$ cat src/rtl/sha256_axilite_regif.sv
`default_nettype none
// ==========================================================================
// Module : sha256_axilite_regif
// AXI4-Lite register front end for the SHA-256 core: 512-bit block buffer,
// launch control and 256-bit digest capture.
// Rev    : 1.0
// ==========================================================================
module sha256_axilite_regif #(
  parameter int ADDR_WIDTH = 32,
  parameter int DATA_WIDTH = 32
) (
  input  logic                    clk_i,
  input  logic                    rst_ni,
  input  logic                    awvalid_i,
  output logic                    awready_o,
  input  logic [ADDR_WIDTH-1:0]   awaddr_i,
  input  logic [2:0]              awprot_i,
  input  logic                    wvalid_i,
  output logic                    wready_o,
  input  logic [DATA_WIDTH-1:0]   wdata_i,
  input  logic [DATA_WIDTH/8-1:0] wstrb_i,
  output logic                    bvalid_o,
  input  logic                    bready_i,
  output logic [1:0]              bresp_o,
  input  logic                    arvalid_i,
  output logic                    arready_o,
  input  logic [ADDR_WIDTH-1:0]   araddr_i,
  input  logic [2:0]              arprot_i,
  output logic                    rvalid_o,
  input  logic                    rready_i,
  output logic [DATA_WIDTH-1:0]   rdata_o,
  output logic [1:0]              rresp_o,
  output logic                    core_start_o,
  output logic                    core_init_o,
  output logic [511:0]            core_block_o,
  input  logic                    core_ready_i,
  input  logic                    core_digest_valid_i,
  input  logic [255:0]            core_digest_i
);

  typedef enum logic [1:0] {
    ST_IDLE   = 2'd0,
    ST_LAUNCH = 2'd1,
    ST_RUN    = 2'd2
  } state_e;

  state_e      state_q, state_d;
  logic [31:0] msg_q [16];
  logic [31:0] dig_q [8];
  logic        init_q, done_q;
  logic        aw_held_q, w_held_q, aw_oob_q;
  logic [4:0]  aw_idx_q;
  logic [31:0] w_data_q;
  logic [3:0]  w_strb_q;
  logic        bvalid_q, rvalid_q;
  logic [1:0]  bresp_q, rresp_q;
  logic [31:0] rdata_q;

  logic        busy, wr_commit, wr_err, start_req, start_go;
  logic        aw_hs, w_hs, ar_hs, ar_oob, rd_err;
  logic [4:0]  ar_idx;
  logic [31:0] rd_data;
  logic        unused_bits;

  assign unused_bits = ^{awprot_i, arprot_i, awaddr_i[1:0], araddr_i[1:0]};

  assign busy      = (state_q != ST_IDLE);
  assign awready_o = ~aw_held_q & ~bvalid_q;
  assign wready_o  = ~w_held_q & ~bvalid_q;
  assign arready_o = ~rvalid_q;
  assign aw_hs     = awvalid_i & awready_o;
  assign w_hs      = wvalid_i & wready_o;
  assign ar_hs     = arvalid_i & arready_o;
  assign wr_commit = aw_held_q & w_held_q;

  assign bvalid_o    = bvalid_q;
  assign bresp_o     = bresp_q;
  assign rvalid_o    = rvalid_q;
  assign rresp_o     = rresp_q;
  assign rdata_o     = rdata_q;
  assign core_init_o = init_q;

  for (genvar gi = 0; gi < 16; gi++) begin : g_block
    assign core_block_o[511-32*gi -: 32] = msg_q[gi];
  end

  // Address bits above the 128-byte window make the access invalid.
  assign ar_idx = araddr_i[6:2];
  assign ar_oob = |araddr_i[ADDR_WIDTH-1:7];

  assign start_req = ~aw_oob_q & (aw_idx_q == 5'd16) & w_strb_q[0] & w_data_q[0];
  assign start_go  = wr_commit & start_req & ~wr_err;

  always_comb begin
    wr_err = 1'b1;
    if (aw_oob_q) begin
      wr_err = 1'b1;
    end else if (!aw_idx_q[4]) begin
      wr_err = busy;
    end else if (aw_idx_q == 5'd16) begin
      wr_err = start_req & (busy | ~core_ready_i);
    end
  end

  always_comb begin
    rd_data = 32'd0;
    rd_err  = 1'b0;
    if (ar_oob) begin
      rd_err = 1'b1;
    end else if (!ar_idx[4]) begin
      rd_data = msg_q[ar_idx[3:0]];
    end else if (ar_idx == 5'd16) begin
      rd_data = 32'd0;
    end else if (ar_idx == 5'd17) begin
      rd_data = {30'd0, done_q, busy};
    end else if (ar_idx[4:3] == 2'b11) begin
      rd_data = dig_q[ar_idx[2:0]];
    end else begin
      rd_err = 1'b1;
    end
  end

  always_comb begin
    state_d      = state_q;
    core_start_o = 1'b0;
    case (state_q)
      ST_IDLE:   if (start_go) state_d = ST_LAUNCH;
      ST_LAUNCH: begin
        core_start_o = 1'b1;
        state_d      = ST_RUN;
      end
      ST_RUN:    if (core_digest_valid_i) state_d = ST_IDLE;
      default:   state_d = ST_IDLE;
    endcase
  end

  always_ff @(posedge clk_i or negedge rst_ni) begin
    if (!rst_ni) begin
      state_q <= ST_IDLE;
    end else begin
      state_q <= state_d;
    end
  end

  always_ff @(posedge clk_i or negedge rst_ni) begin
    if (!rst_ni) begin
      for (int i = 0; i < 16; i++) msg_q[i] <= 32'd0;
      for (int i = 0; i < 8; i++) dig_q[i] <= 32'd0;
      init_q    <= 1'b0;
      done_q    <= 1'b0;
      aw_held_q <= 1'b0;
      w_held_q  <= 1'b0;
      aw_oob_q  <= 1'b0;
      aw_idx_q  <= 5'd0;
      w_data_q  <= 32'd0;
      w_strb_q  <= 4'd0;
      bvalid_q  <= 1'b0;
      bresp_q   <= 2'b00;
      rvalid_q  <= 1'b0;
      rresp_q   <= 2'b00;
      rdata_q   <= 32'd0;
    end else begin
      if (aw_hs) begin
        aw_held_q <= 1'b1;
        aw_idx_q  <= awaddr_i[6:2];
        aw_oob_q  <= |awaddr_i[ADDR_WIDTH-1:7];
      end
      if (w_hs) begin
        w_held_q <= 1'b1;
        w_data_q <= wdata_i[31:0];
        w_strb_q <= wstrb_i[3:0];
      end

      if (wr_commit) begin
        aw_held_q <= 1'b0;
        w_held_q  <= 1'b0;
        bvalid_q  <= 1'b1;
        bresp_q   <= wr_err ? 2'b10 : 2'b00;
        if (!wr_err && !aw_oob_q && !aw_idx_q[4]) begin
          for (int b = 0; b < 4; b++) begin
            if (w_strb_q[b]) msg_q[aw_idx_q[3:0]][8*b +: 8] <= w_data_q[8*b +: 8];
          end
        end
      end else if (bvalid_q && bready_i) begin
        bvalid_q <= 1'b0;
      end

      if (start_go) begin
        init_q <= w_data_q[1];
        done_q <= 1'b0;
      end

      if (state_q == ST_RUN && core_digest_valid_i) begin
        for (int i = 0; i < 8; i++) dig_q[i] <= core_digest_i[255-32*i -: 32];
        done_q <= 1'b1;
      end

      // Read data is sampled at the AR handshake, so it reflects pre-update state.
      if (ar_hs) begin
        rvalid_q <= 1'b1;
        rdata_q  <= rd_data;
        rresp_q  <= rd_err ? 2'b10 : 2'b00;
      end else if (rvalid_q && rready_i) begin
        rvalid_q <= 1'b0;
      end
    end
  end

endmodule
`default_nettype wire

$ cat config.mk
export PLATFORM = sky130hd
export DESIGN_NAME = sha256_axilite_regif
export DESIGN_NICKNAME = d
export VERILOG_FILES = /design/src/rtl/sha256_axilite_regif.sv
export SDC_FILE = /design/constraint.sdc
export NUM_CORES = 1
export LEC_CHECK = 0
export CAP_MARGIN = 20
export CORE_AREA = 2 2 357 359
export DETAILED_ROUTE_END_ITERATION = 10
export DIE_AREA = 0 0 359 361
export GPL_ROUTABILITY_DRIVEN = 0
export GPL_TIMING_DRIVEN = 0
export PLACE_DENSITY = 0.65
export SLEW_MARGIN = 20
export SYNTH_ARGS = -nofsm -noshare
export SYNTH_HDL_FRONTEND = slang
export SYNTH_SLANG_ARGS = --single-unit
$ cat constraint.sdc
create_clock -name clk_i -period 2.2 [get_ports clk_i]
set_input_delay 0.33 -clock clk_i [delete_from_list [all_inputs] [get_ports clk_i]]
set_output_delay 0.33 -clock clk_i [all_outputs]
set_load 0.05 [all_outputs]
Yosys cells after proc, flatten, opt, wreduce, memory -nomap -nowiden
Cells that the tools add are included.

Register bits after elaboration: 854. Bits in latches: 0. RAM bits: 0. Bits in read-only memories: 0. Bits of input ports: 371. Output and inout bits: 555. Logic and storage cells: 150. Memories: 0.

Add/subtract/negate cells: 0. $mul: 0. Divide/modulo/power cells: 0. $lt $le $gt $ge: 4. Equal/unequal tests: 8. Shifts and indexed selects: 0. Multiplexer cells: 57. Bitwise logic cells: 23. Reduce and logical (&&, ||, !) cells: 20.

Operators with widths (count): $mux W512 (10); $bwmux W512 (4); $demux W32 S4 (4); $mux W32 (10); $bmux W32 S4 (1); $bmux W32 S3 (1); $reduce_or A25 Y1 (2); $mux W24 (1); $mux W1 (19); $mux W16 (1); $eq A5 B5 Y1 const B (3); $and A1 B1 Y1 (12); $reduce_bool A2 Y1 (6); $ge A5 B5 Y1 const B (2); $not A4 Y5 (2); $mux W2 (4); $mux W8 (1); $not A1 Y1 (7); $logic_and A1 B1 Y1 (6); $pmux W2 S3 (1); $lt A5 B1 Y1 const B (1); $eq A2 B2 Y1 const B (2); $ge A4 B4 Y1 const B (1); $ne A2 B2 Y1 const B (2); 6 further kinds (9).

Longest topological paths before layout
Gate-level depths: netlist of run 1.

Depth in word-level cells: 23. Depth in mapped cells: 7.

Least setup slack after synthesis of run 1
No wires, ideal clock.

Kind: reg-to-reg. Start point: register bvalid_q, in the netlist bvalid_o. End point: register w_data_q[10]. Setup time: 0.125 ns. Arrival: 2.453 ns. Data required time: 2.075 ns. Path slack: -0.378 ns. Stages on the path, launching flop included: 6. Buffers on the path: 2. Path through: dfrtp_1 > nor2_1 > and2_1 > clkbuf_1 > buf_2 > mux2_2.

Longest elaborated chain between the ends: 3.

RTL lines: start: declaration (line 55) `logic bvalid_q, rvalid_q;`; start signal: assignment (line 157) `bvalid_q <= 1'b0;`; start signal: assignment (line 177) `bvalid_q <= 1'b1;`; start signal: assignment (line 185) `bvalid_q <= 1'b0;`; $not A1 Y1 (line 69) `assign wready_o = ~w_held_q & ~bvalid_q;`; $and A1 B1 Y1 (line 69); via wready_o (line 19) `output logic wready_o,`; $and A1 B1 Y1 (line 72) `assign w_hs = wvalid_i & wready_o;`; end signal: assignment (line 170) `w_data_q <= wdata_i[31:0];`; end: declaration (line 53) `logic [31:0] w_data_q;`.

The timed path passes the listed nets, and every way through them passes these cells. A chain may end at the register's enable or synchronous reset.

Final worst setup path of run 1
Start point: input port araddr_i[19]. End point: register rdata_q[21], in the netlist rdata_o[21].

Longest elaborated chain between the ends: 2.

RTL lines: start: declaration (line 27) `input logic [ADDR_WIDTH-1:0] araddr_i,`; $reduce_or A25 Y1 (line 89) `assign ar_oob = |araddr_i[ADDR_WIDTH-1:7];`; $mux W32 (line 108) `if (ar_oob) begin`; end signal: assignment (line 201) `rdata_q <= rd_data;`; end: declaration (line 57) `logic [31:0] rdata_q;`.

No other way between the ends.

==> metrics.md, run 1 <==
| Metric | Value |
|---|---|
| Final #Nets | `approximately 3800` |
| Top Layer Used | `met5` |
| Full die area | `around 130000 um2` |
| Worst slew pin tran | `about 1.1 ns` |
| PD cells | `around 730 nW/um2` |
| Max clock buf depth | `3` |
| Failing checks | `setup timing` |
| Cts bufs inserted | `96` |
| Synth Register Bits | `roughly 850` |
| GR Overflow Total | `0` |
| Crit path capture type | `flip-flop` |
| Total number of H-tree levels | `3` |
| Synth area leaders | `dfrtp_1 (54%), mux2_2 (15%), mux2_4 (12%)` |
| CP max FO | `10` |
| Minimum clock period | `around 2.2 ns` |
| Area added between synthesis and finish | `37.1%` |
| Post-synth top cells | `dfrtp_1 (852), mux2_2 (521), mux2_4 (320)` |
| Top_reg_cell synth | `dfrtp_1` |
| Critical path class | `primary input to flip-flop` |
| Crit path required time | `2.78 ns` |
| Routed vias/inst | `5.26` |
| Post-Syn Area | `39800 um2` |
| Post-synth EDFFs | `0` |
| Critical Path AT | `~2.8 ns` |
| Drt drc | `0` |
| Starting DRT DRC Count | `about 1800` |
| Skew final | `0.0468 ns` |
| Hold Vio Cnt, Final | `0` |
| Dpl cell area | `between 50000 and 60000 um2` |
| Average cell area after synthesis | `~17 um2` |
| Max Fclk | `between 400 and 500 MHz` |
| Headroom to the max-slew limit | `23.8%` |
| Vias in the first global route | `about 29000` |
| Setup WS pre-CTS | `-1.43 ns` |
| Initial antenna violation count | `30` |
| Post-DP HPWL | `roughly 130 mm` |
| Worst Hold Class | `primary input to flip-flop` |
| Final wirelength | `around 180 mm` |
| Post-route cell area | `~55000 um2` |
| WL/cell | `between 30 and 40 um` |
| DRT antenna net count | `0` |
| Unrepaired setup endpoints after global routing | `true` |
| Largest net degree at the start of global routing | `about 140` |
| Met3 wire length | `13.5 mm` |
| Die width | `approximately 360 um` |
| Final period util | `100%` |
| Synthesized instance count | `approximately 2400` |
| Yosys warning total | `0` |
| Tot GR Track Use | `between 20 and 30%` |
| Die span in y | `361 um` |
| Root buffer cell | `clkbuf_16` |
| Placed Instances | `4950` |
| Unique masters post-synth | `57` |
| Area share of the largest cell type after synthesis | `53.6%` |
| Hold WS | `~0.18 ns` |
| Clock latency on the worst-skew pair | `approximately 0.72 ns` |
| Non-Filler Instances | `slightly above 5000` |
| Clk pin slew, worst setup/hold paths | `~0.070 ns` |
| Met2 routed WL | `between 80 and 90 mm` |
| Async SR Flop Fraction | `100%` |
| IR drop worst, VDD | `roughly 0.66 mV` |
| DRT met1 WL | `~71 mm` |
| Worst setup SP type | `primary input` |
| Initial Util | `a little under a third` |
| Max Cap Violations | `0` |
| First-pass GRT wire length | `242 mm` |
| Pre-Repair DR Iteration Count | `5` |
| CTS tree | `yes` |
| # rows | `130` |
| PortBufs | `around 910` |
| Most numerous cell in the Yosys netlist | `dfrtp_1` |
| Setup violators final | `1` |
| Seq/Total Area, Yosys | `between 50 and 60%` |
| Final Slew Violations | `0` |
| Setup WS post-layout | `-0.00629 ns` |
| Status | `finished, violations left` |
| CORE AREA | `125000 um2` |
| Area leader, netlist | `dfrtp_1` |
| Top Ports | `926` |
| Leak | `about 28 nW` |
| Vias | `between 20000 and 30000` |
| Clk sinks | `around 850` |
| Layout cells sized above 1 | `41.3%` |
routing by layer:
metal | vias to the layer above | GRT usage (%)
li1 | 11100 | -
met1 | 14700 | 33.6
met2 | 1124 | 45.1
met3 | 246 | 7.53
met4 | 8 | 7.92
met5 | - | 0
final timing paths:
path | startpoint | end | slack (ns) | cells past startpoint
setup reg to reg | aw_idx_q[0] | core_block_o[418] | 0.04 | 5
min in group asynchronous | rst_ni | dig_q[86] | 0.40 | 4
setup / recovery | araddr_i[19] | rdata_o[21] | -0.006 | 6
hold reg to reg | done_q | done_q | 0.49 | 1
max in group asynchronous | rst_ni | rdata_o[16] | 0.30 | 6
hold / removal | rready_i | rvalid_o | 0.18 | 2
logic make-up (layout without fill, tap and decap cells):
group	after synthesis	count (layout)	share of synthesized area [%]
DFF	852	852	53.6
buffers and inverters	169	1282	2.05
other	1	25	0.00942
muxes	1039	1039	37.7
AOI/OAI and AO/OA	116	116	2.07
and+or+nand+nor	205	205	4.54
layout make-up:
class                           instances  area (um2)
Timing Repair Buffer                  940        8980
Buffer                                158         907
Fill cell                           11600       70900
Tap cell                             1650        2060
Clock inverter                         45         552
Antenna cell                           23        57.6
Sequential cell                       852       21300
Multi-Input combinational cell       1362       17900
Inverter                                7        26.3
Clock buffer                          132        2790
state kept, by name, indices dropped and copies added, names as in the netlist, 2 cells and up:
name and cells:
dig_q 256, w_strb_q 4, rdata_o 32, aw_idx_q 5, core_block_o 512, w_data_q 32, state_q 2
worst max-delay path: stages:
cell,delay (ns)
clkdlybuf4s50_1,0.40
nor4_1,0.58
and3_4,0.43
buf_1,0.36
nand4_1,0.45
o311ai_0,0.23
cells in the final DEF (no fill, tap or decap), types with 19 or more instances in the layout:
master	count
diode_2	23
clkbuf_16	102
mux4_2	189
clkbuf_2	31
mux2_4	320
clkbuf_1	62
nand2_1	36
clkbuf_8	23
mux2_2	521
dfrtp_1	851
nand2_2	19
dlygate4sd2_1	533
o22ai_1	59
buf_4	35
buf_2	35
nand2_8	40
nand4_1	31
clkdlybuf4s50_1	355
where the power goes:
group          internal, mW  switching (mW)
Combinational          2.04            3.72
Clock                  9.98            7.13
Sequential             16.2            1.05
stage by stage:
stage / total power, mW / TNS, ns / utilization (%)
CTS: 40.3 / -0.0725 / 43.3
floorplan: 20.1 / 0 / -
global placement: 22.9 / - / 40.6
global route: 41.4 / -1.25 / 43.5
detailed placement: 23.1 / -284.14 / 40.8
finish: 40.1 / -0.00629 / 43.5
timing repair:
item / 4_1_cts / 5_1_grt
endpoints found under the hold margin: 271 / 0
resized for setup: 682 / 50
buffers inserted: 12 / 3
gates cloned: 1 / 4
hold buffers: 3 / 0
setup endpoints to repair: 1077 / 488
pin swaps: 9 / 6
No activity file was read; power rests on OpenSTA's default activity.
==> run 2, diff against run 1 <==
--- a/config.mk
+++ b/config.mk
@@ -12,6 +12,7 @@
 export GPL_ROUTABILITY_DRIVEN = 0
 export GPL_TIMING_DRIVEN = 0
 export PLACE_DENSITY = 0.65
+export SKIP_LAST_GASP = 1
 export SLEW_MARGIN = 20
 export SYNTH_ARGS = -nofsm -noshare
 export SYNTH_HDL_FRONTEND = slang
==> run 2 against run 1 <==
Effect of this change:
- the run still ends with setup timing left
- setup slack worse by 0.026 ns
- register-to-register slack worse by 0.07 ns
- combinational power about the same
- core utilization about the same
- global-route usage about the same
==> metrics.md, run 2 (synthesized netlist as in run 1, its figures left out) <==
| Metric | Value |
|---|---|
| PD cells | `roughly 730 nW/um2` |
| Crit path required time | `2.78 ns` |
| Failing checks | `setup timing` |
| GR Overflow Total | `0` |
| Routed vias/inst | `5.26` |
| Hold Vio Cnt, Final | `0` |
| Post-DP HPWL | `133 mm` |
| Initial antenna violation count | `30` |
| Slowest stage delay, CP | `about 0.60 ns` |
| WP buf/inv | `1` |
| Largest register FFs | `roughly 510` |
| Skew final | `about 0.048 ns` |
| Commonest non-fill, non-tap cell in the layout | `dfrtp_1` |
| Starting DRT DRC Count | `~2000` |
| Critical Path AT | `roughly 2.8 ns` |
| IR drop worst, VDD | `between 0.6 and 0.7 mV` |
| Hold depth | `2` |
| Area added between synthesis and finish | `37.1%` |
| Largest net degree at the start of global routing | `approximately 140` |
| Tot GR Track Use | `a little over a quarter` |
| Most frequent cells in the layout | `dfrtp_1 (851), dlygate4sd2_1 (533), mux2_2 (521)` |
| Hold path startpoint | `rready_i` |
| Worst slew pin tran | `~1.1 ns` |
| # rows | `130` |
| DRT antenna net count | `0` |
| Top Ports | `926` |
| PortBufs | `roughly 910` |
| Final #Nets | `~3800` |
| Hold Path Sink | `rvalid_o` |
| R2R Path Start | `aw_idx_q[0]` |
| Power consumption | `between 40 and 50 mW` |
| CP max FO | `8` |
| Layout cells sized above 1 | `around 41%` |
| Final period util | `101%` |
| Die span in y | `between 300 and 400 um` |
| Sum Neg Setup Slack | `-0.133 ns` |
| Max clock buf depth | `3` |
| Pre-Repair DR Iteration Count | `5` |
| Unrepaired setup endpoints after global routing | `true` |
| Worst setup SP type | `flip-flop` |
| Worst Hold Class | `primary input to flip-flop` |
| Die width | `359 um` |
| Crit path capture type | `flip-flop` |
| Root buffer cell | `clkbuf_16` |
| Crit-path slowest cell | `nor4_4` |
| Setup violators final | `7` |
| Final wirelength | `around 180 mm` |
| Clk sinks | `852` |
| Leak | `28.2 nW` |
| Status | `finished, violations left` |
| Initial Util | `between 30% and 40%` |
| Cell chain of the critical path | `buf_4, nor4_4, nand2_2, mux2_2` |
| Headroom to the max-slew limit | `25.1%` |
| Cts bufs inserted | `96` |
| WL/cell | `about 34 um` |
| Max Fclk | `around 450 MHz` |
| Critical path class | `flip-flop to flip-flop` |
| Minimum clock period | `2.23 ns` |
| Worst reg2reg setup slack | `-0.03 ns` |
| Setup WS post-layout | `-0.0321 ns` |
| CORE AREA | `around 130000 um2` |
| Full die area | `130000 um2` |
| Drt drc | `0` |
| Final Slew Violations | `0` |
| CTS tree | `yes` |
| First-pass GRT wire length | `242 mm` |
| Total number of H-tree levels | `3` |
| Max Cap Violations | `0` |
| RR Endpoint | `core_block_o[505]` |
| Hold WS | `roughly 0.18 ns` |
| Family with the most delay on the worst path | `simple AND/OR/NAND/NOR gates` |
| Vias | `27200` |
| Clk pin slew, worst setup/hold paths | `0.06 ns` |
| Vias in the first global route | `between 20000 and 30000` |
| Reg2Reg Depth | `4` |
| Clock latency on the worst-skew pair | `about 0.7 ns` |
run 2: changes by cell type in the layout (fill, tap and decap cells not counted), sizes merged:
cell | before | now
diode | 23 | 21
run 2: layout make-up:
| cell class | instances | area [um2] |
|---|---|---|
| fillers | 11600 | 70800 |
| clock buffers | 132 | 2790 |
| diodes | 21 | 52.6 |
| inverters | 7 | 26.3 |
| flip-flops and latches | 852 | 21300 |
| clock inverters | 45 | 552 |
| plain buffers | 158 | 915 |
| multi-input cells | 1362 | 17900 |
| repair buffers | 940 | 8980 |
| well taps | 1650 | 2060 |
run 2: what timing repair did:
action	4_1_cts	5_1_grt
hold buffers	3	0
pin swaps	8	9
resized for setup	680	55
setup buffers	12	3
hold endpoints to repair	271	0
gates cloned	1	4
endpoints found under the setup margin	1077	552
run 2: routing by layer:
metal | routed length [um] | track usage (%) | vias up
met3 | 13400 | 7.53 | 243
met1 | 71000 | 33.6 | 14600
met2 | 86800 | 45.1 | 1152
met5 | 42 | 0 | -
met4 | 5200 | 7.92 | 8
li1 | - | - | 11100
run 2: worst max path at each step:
stage                 startpoint           endpoint  slack [ns]  depth (start not counted)
floorplan               bvalid_o       w_data_q[10]        0.03                          5
global route         aw_idx_q[0]  core_block_o[505]       -0.09                          4
global placement          rst_ni  core_block_o[299]      -39.52                          1
detailed placement  araddr_i[19]         rdata_o[2]       -1.43                          7
finish               aw_idx_q[0]  core_block_o[505]       -0.03                          4
CTS                  aw_idx_q[0]  core_block_o[433]       -0.15                          5
run 2: where the power goes:
| part | switching [mW] | leakage, nW | internal, mW | total [mW] |
|---|---|---|---|---|
| Sequential | 1.05 | 11.8 | 16.2 | 17.2 |
| Clock | 7.12 | 1.64 | 9.98 | 17.1 |
| Combinational | 3.73 | 14.7 | 2.04 | 5.78 |
run 2: stage by stage:
step | utilization [%] | worst slack, ns | std cells | instance area, um2
after global routing | 43.5 | -0.0852 | 5161 | 54500
after floorplan | - | 0.0251 | 2383 | 39800
after detailed placement | 40.8 | -1.43 | 4950 | 51200
after CTS | 43.3 | -0.146 | 5140 | 54300
after global placement | 40.6 | -39.52 | 4942 | 51000
final | 43.5 | -0.0321 | 5167 | 54600
==> run 3, diff against run 2 <==
--- a/config.mk
+++ b/config.mk
@@ -5,13 +5,13 @@
 export SDC_FILE = /design/constraint.sdc
 export NUM_CORES = 1
 export LEC_CHECK = 0
+export ABC_AREA = 1
 export CAP_MARGIN = 20
-export CORE_AREA = 2 2 357 359
+export CORE_AREA = 2 2 366 368
 export DETAILED_ROUTE_END_ITERATION = 10
-export DIE_AREA = 0 0 359 361
+export DIE_AREA = 0 0 368 370
 export GPL_ROUTABILITY_DRIVEN = 0
 export GPL_TIMING_DRIVEN = 0
-export PLACE_DENSITY = 0.65
 export SKIP_LAST_GASP = 1
 export SLEW_MARGIN = 20
 export SYNTH_ARGS = -nofsm -noshare
==> run 3 against run 2 <==
Effect of this change:
- the run ends with hold timing, setup timing left
- design area increased by 5.2%
- setup slack worse by 0.25 ns
- clock power increased by 5%
- sequential power barely moved
- critical path depth down 3
- via count grew 59%
- clock skew shrank 0.0087 ns
- global-route usage up 7.6 points
- worst hold slack got worse by 0.63 ns
- routed wire length up 36%
- synthesized cell count up 120%
- clock-buffer cell count increased by 15
==> metrics.md, run 3 <==
| Metric | Value |
|---|---|
| Tot GR Track Use | `about a third` |
| CP max FO | `3` |
| PD cells | `roughly 800 nW/um2` |
| Setup violators final | `1100` |
| Seq/Total Area, Yosys | `approximately 51%` |
| Worst slew pin tran | `1.13 ns` |
| Minimum clock period | `about 2.5 ns` |
| Synth area leaders | `dfrtp_1 (51%), nand2_1 (15%), nand3_1 (10%)` |
| Reg2Reg Depth | `4` |
| Clk pin slew, worst setup/hold paths | `around 0.06 ns` |
| WL/cell | `29.8 um` |
| Clock latency on the worst-skew pair | `about 0.72 ns` |
| Failing checks | `hold timing, setup timing` |
| Unrepaired setup endpoints after global routing | `true` |
| Post-Syn Area | `41700 um2` |
| Most frequent cells in the layout | `nand2_1 (1717), clkdlybuf4s50_1 (861), dfrtp_1 (851)` |
| Top Ports | `926` |
| RR Endpoint | `w_data_q[20]` |
| Largest register FFs | `a little over 500` |
| Final period util | `113%` |
| Worst setup SP type | `flip-flop` |
| R2R Path Start | `bvalid_o` |
| Layout cells sized above 1 | `10.4%` |
| Clk sinks | `approximately 850` |
| Area added between synthesis and finish | `37.6%` |
| Final Slew Violations | `0` |
| First-pass GRT wire length | `between 300 and 400 mm` |
| Initial Util | `31.5%` |
| Yosys warning total | `0` |
| Post-synth top cells | `nand2_1 (1720), dfrtp_1 (852), nand3_1 (837)` |
| Crit path capture type | `output pin` |
| Skew final | `roughly 0.04 ns` |
| Full die area | `between 100000 and 150000 um2` |
| Area share of the largest cell type after synthesis | `around 51%` |
| Non-Filler Instances | `just over 8000` |
| Vias | `around 43000` |
| Hold WS | `-0.449 ns` |
| Max clock buf depth | `3` |
| Final wirelength | `240 mm` |
| Synthesized instance count | `5146` |
| Most numerous cell in the Yosys netlist | `nand2_1` |
| Hold Vio Cnt, Final | `94` |
| PortBufs | `approximately 910` |
| Setup WS post-layout | `-0.280 ns` |
| Crit path required time | `approximately 1.9 ns` |
| Slowest stage delay, CP | `between 1 and 1.5 ns` |
| Top_reg_cell synth | `dfrtp_1` |
| Synth Register Bits | `852` |
| Vias in the first global route | `41800` |
| Status | `finished, violations left` |
| Post-DP HPWL | `just under 200 mm` |
| Family with the most delay on the worst path | `buffers and inverters` |
| Leak | `approximately 26 nW` |
| Initial antenna violation count | `20` |
| Total number of H-tree levels | `3` |
| Average cell area after synthesis | `roughly 8.1 um2` |
| Headroom to the max-slew limit | `24.7%` |
| Async SR Flop Fraction | `100%` |
| IR drop worst, VDD | `0.659 mV` |
| Power consumption | `between 40 and 50 mW` |
| Max Cap Violations | `0` |
| Cts bufs inserted | `slightly above 100` |
| # rows | `between 100 and 150` |
| Max Fclk | `403 MHz` |
| Worst Hold Class | `primary input to asynchronous set/reset pin` |
| WP buf/inv | `1` |
| Commonest non-fill, non-tap cell in the layout | `nand2_1` |
| Unique masters post-synth | `31` |
| Largest net degree at the start of global routing | `between 100 and 150` |
| Post-synth EDFFs | `0` |
| Die width | `approximately 370 um` |
| Critical path class | `flip-flop to output pin` |
| Starting DRT DRC Count | `roughly 5200` |
| Crit-path slowest cell | `clkdlybuf4s50_1` |
| Pre-Repair DR Iteration Count | `7` |
| Die span in y | `between 300 and 400 um` |
| CORE AREA | `approximately 130000 um2` |
| Area leader, netlist | `dfrtp_1` |
| Routed vias/inst | `approximately 5.4` |
| Root buffer cell | `clkbuf_16` |
| Drt drc | `0` |
| GR Overflow Total | `0` |
| Cell chain of the critical path | `clkdlybuf4s50_1` |
| DRT antenna net count | `0` |
| CTS tree | `yes` |
| Critical Path AT | `around 2.2 ns` |
| Worst reg2reg setup slack | `-0.27 ns` |
| Final #Nets | `around 6600` |
| Placed Instances | `roughly 7800` |
run 3: changes by cell type after synthesis, moves of 140 or more:
cell      previous run  this run
nor2_1              12       225
mux4_2             189         0
a21oi_1              7       208
inv_1                7       257
nand2_1             55      1720
mux2_2             521       179
mux2_4             320         0
nand3_1              6       837
o21ai_0              3       143
clkbuf_1            96       272
run 3: metrics by stage:
stage                     area, um2  util, %  worst slack [ns]  setup TNS, ns
after global routing          57400     43.3            -0.315        -181.66
after floorplan               41700        -             0.115              0
after detailed placement      53200     40.2             -1.46        -635.74
after CTS                     56800     42.9            -0.279        -200.96
final                         57400     43.3            -0.280         -94.25
after global placement        53000     40.0            -39.48              -
run 3: kinds of logic after synthesis:
family	synth area share, %
buf+inv	6.50
compound gates	6.40
other cells	0.00899
flops	51.1
mux	4.83
simple gates	31.1
run 3: how the worst max path moves through the flow:
| stage | from | end | slack [ns] | cells after the start |
|---|---|---|---|---|
| 6_report | core_block_o[237] | core_block_o[237] | -0.28 | 1 |
| 4_1_cts | core_block_o[429] | core_block_o[429] | -0.28 | 1 |
| 5_1_grt | core_block_o[102] | core_block_o[102] | -0.31 | 1 |
| 2_1_floorplan | bvalid_o | aw_idx_q[0] | 0.11 | 5 |
| 3_3_place_gp | rst_ni | core_block_o[378] | -39.48 | 1 |
| 3_5_place_dp | araddr_i[5] | rdata_o[22] | -1.46 | 10 |
run 3: metal layers:
metal | routed length (um) | vias to the layer above | track usage (%)
li1 | - | 18900 | -
met1 | 85700 | 21100 | 39.5
met2 | 111000 | 2648 | 56.8
met3 | 26700 | 631 | 11.3
met4 | 16300 | 10 | 18.5
met5 | 67 | - | 0
run 3: final cells by class:
| cell class | instances | area (um2) |
|---|---|---|
| antenna | 13 | 32.5 |
| buffer | 397 | 1950 |
| inverter | 269 | 1020 |
| fill | 13300 | 75100 |
| sequential | 852 | 21300 |
| tap | 1768 | 2210 |
| clock buffer | 147 | 2920 |
| multi-input combinational | 3628 | 17900 |
| clock inverter | 39 | 568 |
| timing repair buffer | 941 | 9500 |
run 3: report_power, final:
group / leakage (nW) / total, mW / internal [mW] / switching (mW)
Combinational: 13.5 / 10.9 / 2.53 / 8.40
Clock: 1.72 / 17.9 / 10.4 / 7.45
Sequential: 11.2 / 16.9 / 16.5 / 0.417
Total: 26.5 / 45.7 / 29.5 / 16.3
run 3: timing repair:
item / in CTS / in global routing
endpoints found under the hold margin: 94 / 94
resized for setup: 102 / 187
endpoints found under the setup margin: 1343 / 1412
setup buffers: 6 / 21
pin swaps: 3 / 4
